$ cat config.mk
export PLATFORM = sky130hd
export DESIGN_NAME = wt_dcache_mem_responder
export DESIGN_NICKNAME = d
export VERILOG_FILES = /design/src/rtl/wt_dcache_mem_responder.sv
export SDC_FILE = /design/constraint.sdc
export NUM_CORES = 1
export LEC_CHECK = 0
export ABC_AREA = 1
export CAP_MARGIN = 20
export CORE_AREA = 2 2 203 205
export CTS_CLUSTER_DIAMETER = 100
export DETAILED_ROUTE_END_ITERATION = 7
export DIE_AREA = 0 0 205 207
export PLACE_DENSITY = 0.79
export SYNTH_ARGS = -nofsm -noshare
export SYNTH_HDL_FRONTEND = slang
export SYNTH_SLANG_ARGS = --single-unit
$ cat constraint.sdc
create_clock -name clk_i -period 1.33 [get_ports clk_i]
set_input_delay 0.266 -clock clk_i [delete_from_list [all_inputs] [get_ports clk_i]]
set_output_delay 0.266 -clock clk_i [all_outputs]
set_load 0.02 [all_outputs]
$ cat src/rtl/wt_dcache_mem_responder.sv
`default_nettype none
// ============================================================================
// Module   : wt_dcache_mem_responder
// Brief    : Single-outstanding bridge from dcache load/store requests to a
//            64-bit backing memory; assembles refill lines and acks stores.
// Revision : 1.0
// ============================================================================
module wt_dcache_mem_responder #(
   parameter int unsigned PLEN      = 56,
   parameter int unsigned LineWidth = 128,
   parameter int unsigned IdWidth   = 4
) (
   input  logic                 clk_i,
   input  logic                 rst_ni,
   input  logic                 req_vld_i,
   output logic                 req_ack_o,
   input  logic                 req_we_i,
   input  logic                 req_nc_i,
   input  logic [2:0]           req_size_i,
   input  logic [PLEN-1:0]      req_paddr_i,
   input  logic [63:0]          req_data_i,
   input  logic [IdWidth-1:0]   req_tid_i,
   output logic                 rtrn_vld_o,
   output logic                 rtrn_type_o,
   output logic [LineWidth-1:0] rtrn_data_o,
   output logic [IdWidth-1:0]   rtrn_tid_o,
   output logic                 mem_req_o,
   input  logic                 mem_gnt_i,
   output logic                 mem_we_o,
   output logic [PLEN-1:0]      mem_addr_o,
   output logic [63:0]          mem_wdata_o,
   output logic [7:0]           mem_be_o,
   input  logic                 mem_rvalid_i,
   input  logic [63:0]          mem_rdata_i
);

   localparam int unsigned NUM_BEATS = LineWidth / 64;
   localparam int unsigned BEAT_W    = (NUM_BEATS > 1) ? $clog2(NUM_BEATS) : 1;
   localparam int unsigned LINE_OFF  = $clog2(LineWidth / 8);

   typedef enum logic [2:0] {
      IDLE    = 3'd0,
      RD_REQ  = 3'd1,
      RD_WAIT = 3'd2,
      WR_REQ  = 3'd3,
      WR_WAIT = 3'd4,
      RESP    = 3'd5
   } state_e;

   state_e               r_state;
   state_e               w_state_next;
   logic                 r_we;
   logic                 r_nc;
   logic [2:0]           r_size;
   logic [PLEN-1:0]      r_paddr;
   logic [63:0]          r_wdata;
   logic [IdWidth-1:0]   r_tid;
   logic [BEAT_W-1:0]    r_beat;
   logic [LineWidth-1:0] r_line;
   logic [LineWidth-1:0] r_rtrn_data;

   logic                 w_accept;
   logic                 w_last_beat;
   logic                 w_rd_beat;
   logic [PLEN-1:0]      w_word_addr;
   logic [PLEN-1:0]      w_line_addr;
   logic [7:0]           w_be_base;
   logic [7:0]           w_be;
   logic [LineWidth-1:0] w_line_next;

   assign w_accept    = req_vld_i & (r_state == IDLE);
   // Ack is gated by reset so it reads 0 while rst_ni is held low.
   assign req_ack_o   = w_accept & rst_ni;
   assign w_last_beat = r_nc | (r_beat == BEAT_W'(NUM_BEATS - 1));
   assign w_rd_beat   = (r_state == RD_WAIT) & mem_rvalid_i;
   assign w_word_addr = {r_paddr[PLEN-1:3], 3'b000};
   assign w_line_addr = {r_paddr[PLEN-1:LINE_OFF], {LINE_OFF{1'b0}}} + (PLEN'(r_beat) << 3);

   // Sizes above 3 saturate to a full doubleword.
   always_comb begin
      w_be_base = 8'hFF;
      if (!r_size[2]) begin
         case (r_size[1:0])
            2'd0:    w_be_base = 8'h01;
            2'd1:    w_be_base = 8'h03;
            2'd2:    w_be_base = 8'h0F;
            default: w_be_base = 8'hFF;
         endcase
      end
      w_be = w_be_base << r_paddr[2:0];
   end

   always_comb begin
      w_line_next = r_line;
      if (r_nc) begin
         w_line_next = {NUM_BEATS{mem_rdata_i}};
      end else begin
         w_line_next[r_beat*64 +: 64] = mem_rdata_i;
      end
   end

   always_comb begin
      w_state_next = r_state;
      mem_req_o    = 1'b0;
      mem_we_o     = 1'b0;
      mem_addr_o   = '0;
      mem_wdata_o  = '0;
      mem_be_o     = '0;
      rtrn_vld_o   = 1'b0;
      case (r_state)
         IDLE: begin
            if (w_accept) w_state_next = req_we_i ? WR_REQ : RD_REQ;
         end
         RD_REQ: begin
            mem_req_o  = 1'b1;
            mem_addr_o = r_nc ? w_word_addr : w_line_addr;
            if (mem_gnt_i) w_state_next = RD_WAIT;
         end
         RD_WAIT: begin
            if (mem_rvalid_i) w_state_next = w_last_beat ? RESP : RD_REQ;
         end
         WR_REQ: begin
            mem_req_o   = 1'b1;
            mem_we_o    = 1'b1;
            mem_addr_o  = w_word_addr;
            mem_wdata_o = r_wdata;
            mem_be_o    = w_be;
            if (mem_gnt_i) w_state_next = WR_WAIT;
         end
         WR_WAIT: begin
            if (mem_rvalid_i) w_state_next = RESP;
         end
         RESP: begin
            rtrn_vld_o   = 1'b1;
            w_state_next = IDLE;
         end
         default: w_state_next = IDLE;
      endcase
   end

   always_ff @(posedge clk_i or negedge rst_ni) begin
      if (!rst_ni) r_state <= IDLE;
      else         r_state <= w_state_next;
   end

   always_ff @(posedge clk_i or negedge rst_ni) begin
      if (!rst_ni) begin
         r_we    <= 1'b0;
         r_nc    <= 1'b0;
         r_size  <= '0;
         r_paddr <= '0;
         r_wdata <= '0;
         r_tid   <= '0;
      end else if (w_accept) begin
         r_we    <= req_we_i;
         r_nc    <= req_nc_i;
         r_size  <= req_size_i;
         r_paddr <= req_paddr_i;
         r_wdata <= req_data_i;
         r_tid   <= req_tid_i;
      end
   end

   always_ff @(posedge clk_i or negedge rst_ni) begin
      if (!rst_ni) begin
         r_beat <= '0;
      end else if (w_accept) begin
         r_beat <= '0;
      end else if (w_rd_beat && !w_last_beat) begin
         r_beat <= r_beat + BEAT_W'(1);
      end
   end

   // Beats assemble in r_line; the visible data only changes on entry to RESP.
   always_ff @(posedge clk_i or negedge rst_ni) begin
      if (!rst_ni) begin
         r_line      <= '0;
         r_rtrn_data <= '0;
      end else if (w_rd_beat) begin
         r_line <= w_line_next;
         if (w_last_beat) r_rtrn_data <= w_line_next;
      end
   end

   assign rtrn_data_o = r_rtrn_data;
   assign rtrn_type_o = r_we;
   assign rtrn_tid_o  = r_tid;

endmodule
`default_nettype wire

; After elaboration in Yosys (flattened, before gate mapping)
; Cells that the tools add are included.
[op_classes]
addsub = 3
n_eq_ne = 12
n_shift = 3
muxes = 21
n_bitwise = 4
n_reduce_logical = 8
[ops]
columns = operator, count
row1 = 128-bit bitwise mux, 1
row2 = 128-bit 2-to-1 mux, 1
row3 = 64-bit by 34-bit variable shift with 128-bit output (first input constant), 1
row4 = 64-bit by 34-bit variable part select with 128-bit output, 1
row5 = 56-bit case mux with 2 select lines, 1
row6 = 64-bit 2-to-1 mux, 1
row7 = 56-bit by 4-bit adder with 56-bit output, 1
row8 = 56-bit 2-to-1 mux, 1
row9 = 7-bit negator with 34-bit output, 1
row10 = 8-bit case mux with 3 select lines, 1
row11 = 3-bit 2-to-1 mux, 6
row12 = 8-bit 2-to-1 mux, 2
row13 = 3-bit case mux with 5 select lines, 1
row14 = 2-bit inequality test (second input constant), 5
row15 = 8-bit by 3-bit left shift with 8-bit output, 1
row16 = 3-bit by 2-bit == test with 1-bit output (second input constant), 2
row17 = 3-bit == test (second input constant), 2
row18 = 1-bit 2-to-1 mux, 5
row19 = 5-bit AND reduction, 1
row20 = 1-bit AND, 3
row21 = 3-bit by 1-bit == test with 1-bit output (second input constant), 1
row22 = 3-bit zero test, 1
row23 = 2-bit by 1-bit == test with 1-bit output (second input constant), 1
row24 = 2-bit == test (second input constant), 1
row25 = 9 further kinds, 9
[totals]
ff_bits = 389
input_bits = 198
out_inout_bits = 265
elab_cells = 61

; Logic depth before layout (Yosys ltp)
[logic_depth]
word_depth = 5
depth_mapped = 8
mapped_depth_nobuf = 6

; Least setup slack after synthesis
; No wires, ideal clock.
[synth_path]
kind = register to output
start = register r_state[2]
end = output mem_be_o[5]
arrival_time_ps = 1560
t_required_ps = 1064
path_slack_ps = -496
path_stages_with_launch = 6
n_path_buf = 0
path_cell_list = dfrtp_1 -> inv_2 -> nand3_1 -> inv_1 -> nand2_1 -> o21ai_0
[synth_via]
elab_chain_len = 2
[synth_rtl]
columns = item, line
row1 = "start, declared", 50  ; state_e r_state;
row2 = "start signal, assigned", 143  ; else r_state <= w_state_next;
row3 = 3-bit by 2-bit == test with 1-bit output, 110  ; case (r_state)
row4 = 8-bit 2-to-1 mux, 110
row5 = "end, declared", 32  ; output logic [7:0] mem_be_o,
; No other way between the ends.

; Final worst setup path
[layout_path]
start = register r_state[2]
end = output mem_addr_o[43]
[layout_via]
elab_chain_len = 2
elab_cells_between_ends = 3
classes_between = eq/ne: 2 / mux: 1
[layout_rtl]
columns = item, line
row1 = 3-bit by 2-bit == test with 1-bit output / 3-bit by 1-bit == test with 1-bit output (equally long branches), 110
row2 = 56-bit case mux with 2 select lines *, 110
row3 = "end, declared", 30  ; output logic [PLEN-1:0] mem_addr_o,
; Every way passes the cells marked *; elsewhere a longest branch is shown, timed or not.

==> results.py <==
metrics = {
    "run_status": {
        "status": "finished with violations",
        "violations": "setup timing",
    },
    "sta": {
        "hold_viol": 0,
        "max_freq_ghz": 0.456,
        "fin_skew_ns": 0.0186,
        "whs_ns": 0.247,
        "slew_headroom_pct": 55.8,
        "worstMarginPinSlew_ns": 0.661,
        "rsz0062_at_grt": "true",
        "setup_ws_ns": -0.865,
        "finalMaxSlewViolations": 0,
        "period_share_pct": 165,
        "finalSetupViolCount": 756,
        "post-route-min-period_ns": 2.20,
    },
    "floorplan": {
        "fp.coreArea_sq_um": 40400,
        "start_util_pct": 43.4,
        "dieHeight_um": 207,
        "die-area_sq_um": 42400,
        "fp-row-count": 74,
        "ios": 463,
        "die_w_um": 205,
    },
    "grt": {
        "grt_max_degree": 107,
        "grt_util_all_layers_pct": 25.7,
        "overflow": 0,
        "antenna_found_initial": 10,
        "grt_pass1_wl_um": 87000,
        "grt_pass1_vias": 16600,
    },
    "routing": {
        "via_count": 17600,
        "drc": 0,
        "wirelength_um": 66600,
        "dr.pass1.iters": 6,
        "vias_per_cell": 5.32,
        "routedWlPerCell_um": 20.2,
        "ant_nets": 0,
        "drtIter0Drc": 1214,
    },
    "synthesis": {
        "synth_area_per_cell_sq_um": 8.19,
        "synth_area_leaders": "dfrtp_1 (56%), nand2_1 (13%), o21ai_0 (11%)",
        "synth_largest_area_cell": "dfrtp_1",
        "seq_area_frac_synth_pct": 55.6,
        "yosysWarnings": 0,
        "synth_top_area_share_pct": 55.6,
        "ys_types": 28,
        "ys_ff_latch": 389,
        "synth_cells": 2137,
        "synth_area_sq_um": 17500,
    },
    "place": {
        "place_congestion": 0.917,
        "dpl.cell_count": 3099,
        "pre_cts_slack_ns": -0.675,
        "place_hpwl_um": 36800,
        "place_area_sq_um": 23700,
        "portBuffers": 459,
    },
    "critical_path": {
        "arrival_ns": 1.93,
        "cp_cell_sequence": "buf_6 -> nor2_4 -> clkinv_4 -> buf_12 -> buf_4 -> nor2_4 -> buf_6",
        "endpoint_kind": "output port",
        "critPathBufInv": 5,
        "max_stage_delay_ns": 0.41,
        "critPathKind": "register to output port",
        "cp_max_fo": 5,
        "critPathSlowestCell": "dfrtp_2",
        "cp_top_family": "buffers and inverters",
        "crit_required_ns": 1.06,
        "worstSetupStartpointType": "register",
    },
    "cts": {
        "clk_pin_slew_worst_paths_ns": 0.06,
        "cts_tree": "yes",
        "htree_levels": 2,
        "cts.sinks": 389,
        "numCtsBuffers": 42,
        "insertion_delay_ns": 0.56,
        "clockBufferDepth": 3,
        "root_buffer": "clkbuf_16",
    },
    "cells_and_area": {
        "instances_no_fill": 3303,
        "seq_area_sq_um": 9740,
        "areaGrowthSynthToFinish_pct": 61.1,
        "final_nets": 2932,
        "n_fill_cell": 2821,
        "multi_input_area_sq_um": 7050,
        "final_cell_area_sq_um": 28200,
        "layout-drive-gt1-share_pct": 24.7,
    },
    "power_and_ir_drop": {
        "peakVddDrop_v": 0.00172,
        "powerDensity_nw_per_um2": 2490,
        "pwr-share-seq_pct": 28.5,
        "swShare_pct": 41.7,
        "p_leak_nw": 13.0,
        "pwr-share-comb_pct": 54.2,
        "p_clk_share_pct": 17.2,
        "p_switching_mw": 29.2,
        "p_int_mw": 40.9,
    },
    "flow_run": {
        "drv_cap": 0,
    },
    "worst_hold_path": {
        "hold_class": "primary input to register",
    },
}
## what timing repair did
| action | CTS | global route |
|---|---|---|
| cloned | 8 | 65 |
| buffers inserted | 20 | 39 |
| hold buffers | 1 | 0 |
| endpoints found under the setup margin | 648 | 916 |
| resized for setup | 878 | 385 |
| endpoints found under the hold margin | 230 | 0 |
| pin swaps | 6 | 20 |
## cells by family (layout without fill, tap and decap cells)
logic type | Yosys count | count (layout) | share of synthesized area, %
DFF | 389 | 389 | 55.6
AOI/OAI and AO/OA | 523 | 523 | 15.8
and+or+nand+nor | 819 | 819 | 18.0
buffers and inverters | 405 | 1030 | 10.6
other | 1 | 10 | 0.0214
## final cells by class
type                            count  area share [%]
Clock inverter                      9           0.448
Timing Repair inverter              6           0.351
Inverter                          264            3.75
Tap cell                          532            2.36
Antenna cell                        7          0.0621
Timing Repair Buffer              686            28.9
Multi-Input combinational cell   1345            25.0
Clock buffer                       65            4.54
Sequential cell                   389            34.5
## flip-flops by register name, summed over array words and instances (netlist names)
register	count
r_size	3
r_nc	1
rtrn_tid_o	4
rtrn_data_o	128
r_line	128
r_beat	1
rtrn_type_o	1
r_paddr	56
r_wdata	64
r_state	3
## cells in the mapped netlist (all sizes together)
cell type	count
inv	264
a21oi	69
o21bai	1
buf	93
o211ai	2
o22ai	2
nor2	196
conb	1
nand4	4
nor3	2
nand3b	1
o21ai	449
nand3	6
dfrtp	389
clkbuf	48
nand2	610
## layout by cell type (no fill, tap or decap), types with 4 or more instances in the layout
master           instances
a21oi_1                 31
a21oi_2                 37
buf_12                  48
buf_16                  12
buf_2                    7
buf_4                   93
buf_6                  185
buf_8                   22
clkbuf_1                12
clkbuf_16               81
clkbuf_8                 8
clkdlybuf4s50_1        279
clkinv_2                 4
dfrtp_1                387
diode_2                  7
inv_1                  257
nand2_1                600
nand2_2                  8
nand3_1                  4
nor2_1                  70
nor2_4                 125
o21ai_0                287
o21ai_1                142
o21ai_2                 18
## power groups by stage
| stage | combinational, mW | clock, mW | sequential, mW |
|---|---|---|---|
| floorplan | 16.2 | 0 | 21.4 |
| global placement | 29.0 | 0 | 19.6 |
| detailed placement | 29.9 | 0 | 19.8 |
| CTS | 32.6 | 12.2 | 19.7 |
| global route | 40.6 | 12.7 | 20.4 |
| finish | 38.0 | 12.1 | 20.0 |
## metal layers
layer	part of all wire, %	vias up	GRT usage (%)
met4	6.0	6	12.4
met2	49	851	43.2
met5	0.062	-	0
met1	37	8558	31.3
li1	-	7874	-
met3	7.5	286	5.40
## per-stage QoR
stage	total power [mW]	setup TNS, ns	util (%)
global route	73.7	-332.36	69.8
floorplan	37.5	-18.61	-
CTS	64.5	-309.16	64.6
detailed placement	49.7	-241.43	58.8
global placement	48.6	-233.03	58.8
finish	70.1	-271.45	69.8
## worst reg2reg max path, delay by kind of cell, from the launching register on
| family | cells | cell delay [ns] |
|---|---|---|
| simple gates | 4 | 0.66 |
| flops | 1 | 0.41 |
| buf+inv | 4 | 0.66 |
## final timing paths
check	startpoint	endpoint	slack, ns	cells past startpoint
worst max-delay path	r_state[2]	mem_addr_o[43]	-0.87	7
worst min-delay path	req_data_i[6]	r_wdata[6]	0.25	3
worst max register to register	r_state[1]	rtrn_data_o[58]	-0.47	8
worst min register to register	rtrn_data_o[72]	rtrn_data_o[72]	0.48	2
max in group asynchronous	rst_ni	r_line[54]	-0.06	4
min in group asynchronous	rst_ni	rtrn_data_o[11]	0.75	3
(Power assumes the default switching activity.)
